==> src/rtl/shiftreg_deser.sv <==
`default_nettype none
// ============================================================================
// Module   : shiftreg_deser
// Purpose  : Serial-to-parallel collector for the modular-multiplication
//            datapath. It captures one bit per enabled clock, LSB first, and
//            assembles a WIDTH-bit word. The completed word is offered to the
//            control FSM with a valid/ack handshake. The module also counts
//            bits, detects completion and flags overrun.
// Ports    : clk        - system clock, rising edge
//            rst        - synchronous reset, active-high
//            clr        - synchronous clear (per-multiplication restart)
//            start      - begin a new capture
//            en         - bit strobe; bit_i sampled only when en=1
//            bit_i      - serial data, LSB first
//            ack_i      - consumer accepts word_o
//            word_o     - assembled word, stable while word_vld_o=1
//            word_vld_o - word_o valid, held until ack_i
//            busy_o     - capture in progress
//            ovf_o      - sticky: bit arrived while a word was unacknowledged
//            cnt_o      - bits captured in the current word
// Revision : 1.0 - initial release
// ============================================================================
module shiftreg_deser #(
  parameter  int WIDTH = 10,
  localparam int CNTW  = $clog2(WIDTH)
) (
  input  logic             clk,
  input  logic             rst,
  input  logic             clr,
  input  logic             start,
  input  logic             en,
  input  logic             bit_i,
  input  logic             ack_i,
  output logic [WIDTH-1:0] word_o,
  output logic             word_vld_o,
  output logic             busy_o,
  output logic             ovf_o,
  output logic [CNTW-1:0]  cnt_o
);

  typedef enum logic [1:0] {
    IDLE  = 2'd0,
    SHIFT = 2'd1,
    FULL  = 2'd2
  } state_t;

  localparam logic [CNTW-1:0] LAST_BIT = CNTW'(WIDTH - 1);

  state_t            state_q, state_d;
  logic [WIDTH-1:0]  shreg_q, shreg_d;
  logic [WIDTH-1:0]  word_q,  word_d;
  logic [CNTW-1:0]   cnt_q,   cnt_d;
  logic              ovf_q,   ovf_d;
  logic [WIDTH-1:0]  shifted;

  // New bit enters at the MSB; after WIDTH strobes the first (LSB) bit
  // has walked down to bit 0.
  assign shifted = {bit_i, shreg_q[WIDTH-1:1]};

  always_comb begin
    state_d = state_q;
    shreg_d = shreg_q;
    word_d  = word_q;
    cnt_d   = cnt_q;
    ovf_d   = ovf_q;

    if (clr) begin
      state_d = IDLE;
      shreg_d = '0;
      word_d  = '0;
      cnt_d   = '0;
      ovf_d   = 1'b0;
    end else begin
      unique case (state_q)
        IDLE: begin
          if (start) begin
            state_d = SHIFT;
            shreg_d = '0;
            cnt_d   = '0;
            ovf_d   = 1'b0;
          end
        end

        SHIFT: begin
          if (start) begin
            // Restart wins over the strobe; the bit on bit_i is discarded.
            shreg_d = '0;
            cnt_d   = '0;
            ovf_d   = 1'b0;
          end else if (en) begin
            shreg_d = shifted;
            if (cnt_q == LAST_BIT) begin
              word_d  = shifted;
              cnt_d   = '0;
              state_d = FULL;
            end else begin
              cnt_d = cnt_q + CNTW'(1);
            end
          end
        end

        FULL: begin
          if (ack_i && start) begin
            // Back-to-back word: skip IDLE entirely.
            state_d = SHIFT;
            shreg_d = '0;
            cnt_d   = '0;
            ovf_d   = 1'b0;
          end else begin
            if (en)    ovf_d   = 1'b1;
            if (ack_i) state_d = IDLE;
          end
        end

        default: state_d = IDLE;
      endcase
    end
  end

  always_ff @(posedge clk) begin
    if (rst) begin
      state_q <= IDLE;
      shreg_q <= '0;
      word_q  <= '0;
      cnt_q   <= '0;
      ovf_q   <= 1'b0;
    end else begin
      state_q <= state_d;
      shreg_q <= shreg_d;
      word_q  <= word_d;
      cnt_q   <= cnt_d;
      ovf_q   <= ovf_d;
    end
  end

  assign word_o     = word_q;
  assign word_vld_o = (state_q == FULL);
  assign busy_o     = (state_q == SHIFT);
  assign ovf_o      = ovf_q;
  assign cnt_o      = cnt_q;

endmodule
`default_nettype wire

==> config.mk <==
export PLATFORM = sky130hd
export DESIGN_NAME = shiftreg_deser
export DESIGN_NICKNAME = d
export VERILOG_FILES = /design/src/rtl/shiftreg_deser.sv
export SDC_FILE = /design/constraint.sdc
export NUM_CORES = 1
export LEC_CHECK = 0
export CORE_MARGIN = 5
export CORE_UTILIZATION = 30
export DETAILED_ROUTE_END_ITERATION = 10
export MAX_ROUTING_LAYER = met4
export SYNTH_ARGS = -nofsm -noshare
export SYNTH_HDL_FRONTEND = slang
export SYNTH_SLANG_ARGS = --single-unit
==> constraint.sdc <==
create_clock -name clk -period 4.4 [get_ports clk]
set_clock_uncertainty 0.1 [all_clocks]
set_input_delay 1.32 -clock clk [delete_from_list [all_inputs] [get_ports clk]]
set_output_delay 1.32 -clock clk [all_outputs]
set_load 0.02 [all_outputs]
Word-level counts from Yosys, hierarchy flattened. Cells that the tools add are included.

Latch bits: 0. Bits of input ports: 7. RAM bits: 0. Memories kept: 0. Register bits after elaboration: 27. Bits in read-only memories: 0. Output and inout bits: 17.

Multiplexer cells: 22. Equality and inequality tests: 12. $add $sub $neg: 1. Multiply operators: 0. Order comparisons: 0. Reductions and logical operators: 10. Bitwise operators: 1. Div/mod/pow operators: 0. Shift-type cells: 0.

Operator list (count): $mux W10 (4); $pmux W10 S3 (1); $mux W4 (5); $mux W2 (6); $pmux W4 S3 (1); $reduce_and A4 Y1 (2); $ne A2 B1 Y1 const B (3); $ne A2 B2 Y1 const B (3); $ne A3 B2 Y1 const B (2); $pmux W2 S3 (1); $reduce_and A5 Y1 (1); $add A4 B1 Y4 const B (1); $eq A4 B4 Y1 const B (1); $reduce_or A2 Y1 (2); $mux W1 (3); $ne A3 B3 Y1 const B (1); $reduce_and A3 Y1 (1); $reduce_bool A3 Y1 (1); $eq A2 B1 Y1 const B (1); $eq A2 B2 Y1 const B (1); $logic_not A2 Y1 (1); $pmux W1 S2 (1); $reduce_bool A2 Y1 (1); $logic_and A1 B1 Y1 (1); $not A1 Y1 (1).

Longest topological paths before layout. Gate-level depths: netlist of run 1.

Depth in word-level cells: 5. Mapped depth: 7. Mapped depth without buffers: 6.

Least setup slack after synthesis of run 1. OpenSTA, ideal clock, no wires.

Path kind: input to register. Start point: input port start. End point: register cnt_q[2] (netlist: cnt_o[2]). Setup slack: 1901 ps. Cell stages on the path: 5. Data required time: 4230 ps. Arrival: 2329 ps. Setup time: 70 ps. Path through: buf_4 > nand3b_1 > o21a_1 > or4b_1 > a21oi_1.

Cells in the longest elaborated chain, start to end: 3. Elaborated cells between the ends (all ways): 7. Those cells by class: eq/ne: 3; mux: 2; reduce/logical: 2.

RTL lines: start, declared (line 30) `input logic start,`; $logic_and A1 B1 Y1 (line 103) `if (ack_i && start) begin`; $ne A2 B1 Y1 (no source line); $reduce_and A4 Y1 (no source line); end signal, assigned (line 131) `cnt_q <= cnt_d;`; end, declared (line 52) `logic [CNTW-1:0] cnt_q, cnt_d;`.

Several ways; a longest one is shown, not always the timed one. A chain may end at the register's enable or synchronous reset.

Worst setup path in the final report of run 1.
Start point: input port start. End point: register cnt_q[3] (netlist: cnt_o[3]).

Same word-level chain as after synthesis.

==> flow_metrics.env, run 1 <==
export IMPL_status="finished, final reports clean"
export IMPL_cp_slowest_cell="o21ai_0"
export IMPL_mostFrequentLayoutCells="dfxtp_1, clkdlybuf4s50_1, nor2_1"
export IMPL_crit_path_cell_trace="clkdlybuf4s50_1 -> a21oi_2 -> o21ai_0 -> o21ai_0 -> a32o_1"
export IMPL_hold_class="reg -> reg"
export IMPL_p_switching_uw=88.5
export IMPL_worst_ir_drop_vdd_mv=0.152
export IMPL_clk_insertion_delay_late_ps=270
export IMPL_nets=155
export IMPL_slew_limit_headroom_pct=27.7
export IMPL_critPathMaxFanout=11
export IMPL_synth_fp_nets=134
export IMPL_hold_viol_final=0
export IMPL_start_kind="primary input"
export IMPL_wl_per_cell_um=11.8
export IMPL_grt_ovfl_total=0
export IMPL_cts_resized=0
export IMPL_io_buffer_count=23
export IMPL_layout_commonest_cell="dfxtp_1"
export IMPL_die_y_um=70.5
export IMPL_grt_pass1_vias=897
export IMPL_die_width_um=70.5
export IMPL_wl_um=2270
export IMPL_netlist_instances=125
export IMPL_setup_violations=0
export IMPL_syn_cell_area_um2=1100
export IMPL_tightest_slew_ps=1070
export IMPL_power_frac_clock_pct=36.2
export IMPL_cp_required_ps=4460
export IMPL_drv_slew=0
export IMPL_swShare_pct=21.4
export IMPL_antenna_found_initial=0
export IMPL_cp_common_cell="o21ai_0"
export IMPL_n_antenna_cell=0
export IMPL_multi_input_area_um2=518
export IMPL_p_leak_nw=0.444
export IMPL_synth_cell_types=28
export IMPL_dr_pass1_iters=4
export IMPL_p_comb_share_pct=6.6
export IMPL_crit_arrival_ps=3420
export IMPL_drc=0
export IMPL_vias_per_cell=4.73
export IMPL_critical_path_max_stage_delay_ps=840
export IMPL_clk_pin_slew_worst_paths_ps=80
export IMPL_tns_ps=0
export IMPL_drive_gt1_share_pct=6.21
export IMPL_yosys_warnings=0
export IMPL_drt_iter0_drc=53
export IMPL_cts_setup_buffers=0
export IMPL_path_buf_inv=1
export IMPL_place_ws_ps=767
export IMPL_cap_violations=0
export IMPL_cts_buffers=3
export IMPL_cp_top_family="compound AO/OA/AOI/OAI gates"
export IMPL_critPathKind="in -> reg"
export IMPL_fill_cells=369
export IMPL_cts_buffer_depth=2
export IMPL_timing_fmax_mhz=297
export IMPL_grt_pass1_wl_um=3940
export IMPL_min_period_ps=3360
export IMPL_track_usage_pct=9.98
export IMPL_area_growth_pct=28.5
export IMPL_period_share_pct=76.4
export IMPL_rsz0062_at_grt="no"
export IMPL_ctsHoldBuffers=0
export IMPL_synth_seq_cells=26
export IMPL_grt_max_degree=27
export IMPL_core_area_um2=3610
export IMPL_rows=22
export IMPL_syn_mean_instance_area_um2=8.78
export IMPL_ant_nets=0
export IMPL_crit_path_end_kind="flip-flop"
export IMPL_gp_congestion=0.768
export IMPL_place_hpwl_um=1600
export IMPL_power_internal_uw=326
export IMPL_ios=24
export IMPL_p_seq_share_pct=57.2
export IMPL_cellPowerDensity_nw_per_um2=294
export IMPL_regArea_um2=520
export IMPL_cts_tree="built"
export IMPL_cts_sinks=26
export IMPL_initial_core_util_pct=30.4
export IMPL_dieArea_um2=4970
export IMPL_seq_area_frac_synth_pct=47.4
export IMPL_vias=913
export IMPL_ctsHtreeMaxLevel=1
export IMPL_setup_slack_ps=1040
export IMPL_clockRootBuffer="clkbuf_8"
path summary, 6_finish.rpt:
path                                              start                 endpoint  slack (ps)  depth (start not counted)
worst min-delay path            shreg_q[1]$_SDFFE_PP0P_  shreg_q[1]$_SDFFE_PP0P_         370                          2
worst max register to register  state_q[0]$_SDFFE_PP0P_    cnt_o[3]$_SDFFE_PP0P_        2290                          4
worst max-delay path                              start    cnt_o[3]$_SDFFE_PP0P_        1040                          5
worst min register to register  shreg_q[1]$_SDFFE_PP0P_  shreg_q[1]$_SDFFE_PP0P_         370                          2
tightest hold or removal path, stage by stage, from the launching register on:
cell     delay (ps)
dfxtp_1         320
nand2_1          50
a21oi_1          60
final cells by class:
| class | instances | share of cell area (%) |
|---|---|---|
| clock buffers | 4 | 3.90 |
| inverters | 5 | 1.33 |
| multi-input cells | 86 | 36.7 |
| flip-flops and latches | 26 | 36.9 |
| well taps | 48 | 4.26 |
| repair buffers | 24 | 16.9 |
sequential cells by signal, summed over array words and instances, names as in the netlist:
signal,count
word_o,10
shreg_q,9
cnt_o,4
state_q,2
ovf_o,1
layer usage:
layer | track usage, % | vias up | share of wire [%]
met5 | - | - | 0
met4 | 3.19 | 0 | 0.66
met3 | 3.88 | 2 | 5.3
met2 | 16.4 | 19 | 46
met1 | 11.0 | 426 | 48
li1 | - | 466 | -
metrics by stage:
stage | instance area (µm²) | power (mW) | utilization, % | hold slack [ps] | cells
after CTS | 1410 | 0.424 | 39.1 | 378 | 193
final | 1410 | 0.415 | 39.1 | 372 | 193
after detailed placement | 1360 | 0.270 | 37.6 | 366 | 189
after global placement | 1360 | 0.269 | 37.6 | 344 | 189
after global routing | 1410 | 0.438 | 39.1 | 392 | 193
after floorplan | 1100 | 0.260 | - | 332 | 125
logic make-up after synthesis:
group	after synthesis	synth area share, %
adders and majority gates	2	2.28
muxes	10	9.12
and+or+nand+nor	51	23.6
DFF	26	47.4
AOI/OAI and AO/OA	23	12.2
buffers and inverters	13	5.36
synth_stat cells:
cell	number	area share, %
nand2_1	13	4.4
nor2_1	14	4.8
a21oi_1	13	5.9
a221oi_1	1	0.80
clkbuf_1	4	1.4
mux2i_1	10	9.1
or3_1	2	1.1
nor4_2	1	1.1
nor3_1	2	0.91
nor4b_1	1	0.80
nor3b_2	1	1.1
or4b_1	1	0.91
buf_4	2	1.4
o21a_1	1	0.68
a21oi_2	1	0.80
o31a_1	1	0.80
nand3b_1	2	1.4
or2_2	1	0.57
o21ai_0	5	2.3
ha_1	2	2.3
nand3_1	9	4.1
and3_1	1	0.57
inv_1	5	1.7
nand2b_1	1	0.57
nor2b_1	2	1.1
buf_2	2	0.91
dfxtp_1	26	47
a32o_1	1	0.91
power by group through the flow:
stage	Clock (mW)	Combinational, mW	Sequential (mW)
final	0.150	0.0273	0.237
after global routing	0.170	0.0303	0.237
after CTS	0.159	0.0277	0.237
after detailed placement	0	0.0275	0.243
after global placement	0	0.0268	0.243
after floorplan	0	0.0176	0.243
Note: power is estimated with default switching activity, not from simulation.
==> run 2: changes to the inputs <==
- clock period: 4.4 -> 3.4 ns (I/O delays scaled with it)
==> run 2 against run 1 <==
Net effect:
- sequential power grew 30%
- global-route usage grew 0.78 points
- register-to-register slack worse by 660 ps
- worst hold slack worse by 11 ps
- non-clock buffer count rose by 2
- clock-buffer cell count fell by 1
- utilization is 0.87 points higher
- first-iteration DRC count fell by 7.5%
- worst setup slack worse by 410 ps
- clock power grew 71%
- critical path type unchanged
- critical endpoint is now cnt_o[2]$_SDFFE_PP0P_
- largest power group unchanged
==> flow_metrics.env, run 2 (synthesis results as in run 1) <==
export IMPL_rr_worst_depth=4
export IMPL_hold_end="shreg_q[1]$_SDFFE_PP0P_"
export IMPL_grt_ovfl_total=0
export IMPL_tns_ps=0
export IMPL_initial_core_util_pct=30.4
export IMPL_setup_violations=0
export IMPL_fin_cells=195
export IMPL_mostFrequentLayoutCells="dfxtp_1, clkdlybuf4s50_1, nor2_1"
export IMPL_slew_limit_headroom_pct=67.2
export IMPL_vias_per_cell=4.85
export IMPL_die_width_um=70.5
export IMPL_track_usage_pct=10.8
export IMPL_worst_ir_drop_vdd_mv=0.290
export IMPL_min_delay_start="shreg_q[1]$_SDFFE_PP0P_"
export IMPL_cts_tree="built"
export IMPL_start_kind="primary input"
export IMPL_r2r_slack_ps=1630
export IMPL_io_buffer_count=23
export IMPL_min_period_ps=2770
export IMPL_nets=157
export IMPL_final_util_pct=40.0
export IMPL_drc=0
export IMPL_cap_violations=0
export IMPL_clk_insertion_delay_late_ps=270
export IMPL_rsz0062_at_grt="no"
export IMPL_place_inst=191
export IMPL_wl_per_cell_um=12.3
export IMPL_min_path_cells=2
export IMPL_tightest_slew_ps=492
export IMPL_r2r_start="state_q[0]$_SDFFE_PP0P_"
export IMPL_grt_pass1_vias=990
export IMPL_cts_sinks=26
export IMPL_critPathMaxFanout=15
export IMPL_ant_nets=0
export IMPL_cts_buffers=3
export IMPL_largest_register_ffs=10
export IMPL_ctsHtreeMaxLevel=1
export IMPL_grt_pass1_wl_um=4310
export IMPL_die_y_um=70.5
export IMPL_crit_arrival_ps=2870
export IMPL_status="finished, final reports clean"
export IMPL_clockRootBuffer="clkbuf_8"
export IMPL_drive_gt1_share_pct=7.48
export IMPL_ios=24
export IMPL_crit_path_end_kind="flip-flop"
export IMPL_area_growth_pct=31.4
export IMPL_ctsHoldBuffers=0
export IMPL_critPathKind="in -> reg"
export IMPL_dieArea_um2=4970
export IMPL_layout_commonest_cell="dfxtp_1"
export IMPL_gp_congestion=0.796
export IMPL_timing_fmax_mhz=361
export IMPL_drt_iter0_drc=49
export IMPL_hold_class="reg -> reg"
export IMPL_cts_resized=0
export IMPL_wl_um=2390
export IMPL_cp_required_ps=3500
export IMPL_drv_slew=0
export IMPL_clk_pin_slew_worst_paths_ps=90
export IMPL_hold_viol_final=0
export IMPL_fill_cells=380
export IMPL_cts_buffer_depth=2
export IMPL_cts_setup_buffers=0
export IMPL_place_hpwl_um=1680
export IMPL_n_antenna_cell=0
export IMPL_r2r_end="cnt_o[2]$_SDFFE_PP0P_"
export IMPL_p_leak_nw=0.461
export IMPL_grt_max_degree=27
export IMPL_rows=22
export IMPL_cellPowerDensity_nw_per_um2=417
export IMPL_vias=946
export IMPL_core_area_um2=3610
export IMPL_antenna_found_initial=0
export IMPL_period_share_pct=81.4
export IMPL_dr_pass1_iters=4
export IMPL_holdWs_ps=360
## run 2: cell types whose count changed in the layout (fill, tap and decap cells not counted)
cell       previous run  this run
buf_4                 1         3
bufinv_16             0         1
clkbuf_8              4         3
## run 2: metrics by stage
step           setup slack (ps)  instance area (µm²)  total power, mW
5_1_grt                     455                 1440            0.623
3_3_place_gp                422                 1370            0.351
2_1_floorplan              1200                 1100            0.337
3_5_place_dp                357                 1370            0.352
6_report                    632                 1440            0.601
4_1_cts                     633                 1440            0.607
## run 2: cell type report
cell class / count / area, µm² / share of cell area, %
Clock buffer: 3 / 41.3 / 2.86
Clock inverter: 1 / 30.0 / 2.08
Inverter: 5 / 18.8 / 1.30
Multi-Input combinational cell: 86 / 518 / 35.9
Sequential cell: 26 / 520 / 36.1
Tap cell: 48 / 60.1 / 4.17
Timing Repair Buffer: 26 / 253 / 17.5
## run 2: how the worst max path moves through the flow
stage | start | to | slack (ps) | depth (start not counted)
after floorplan | start | cnt_o[2]$_SDFFE_PP0P_ | 1200 | 5
after global placement | start | cnt_o[2]$_SDFFE_PP0P_ | 420 | 5
after detailed placement | start | cnt_o[2]$_SDFFE_PP0P_ | 360 | 5
after CTS | start | cnt_o[2]$_SDFFE_PP0P_ | 630 | 5
after global routing | start | cnt_o[2]$_SDFFE_PP0P_ | 460 | 5
final | start | cnt_o[2]$_SDFFE_PP0P_ | 630 | 5
## run 2: per-layer routing
layer	GRT usage (%)	share of wire (%)	vias to the layer above
li1	-	-	472
met1	12.3	44	442
met2	18.3	48	30
met3	4.03	7.3	2
met4	1.49	0.21	0
met5	-	0	-
## run 2: worst max-delay path, stage by stage
cell	delay (ps)
clkdlybuf4s50_1	670
nand3b_1	170
o21a_1	300
or4b_1	560
a21oi_1	140
## run 2: power breakdown
group	total, mW	leakage (nW)	switching (mW)	internal [mW]
clock	0.257	0.0357	0.0989	0.158
combinational	0.0375	0.216	0.0225	0.0150
sequential	0.307	0.210	0.00159	0.305
total	0.601	0.461	0.123	0.478
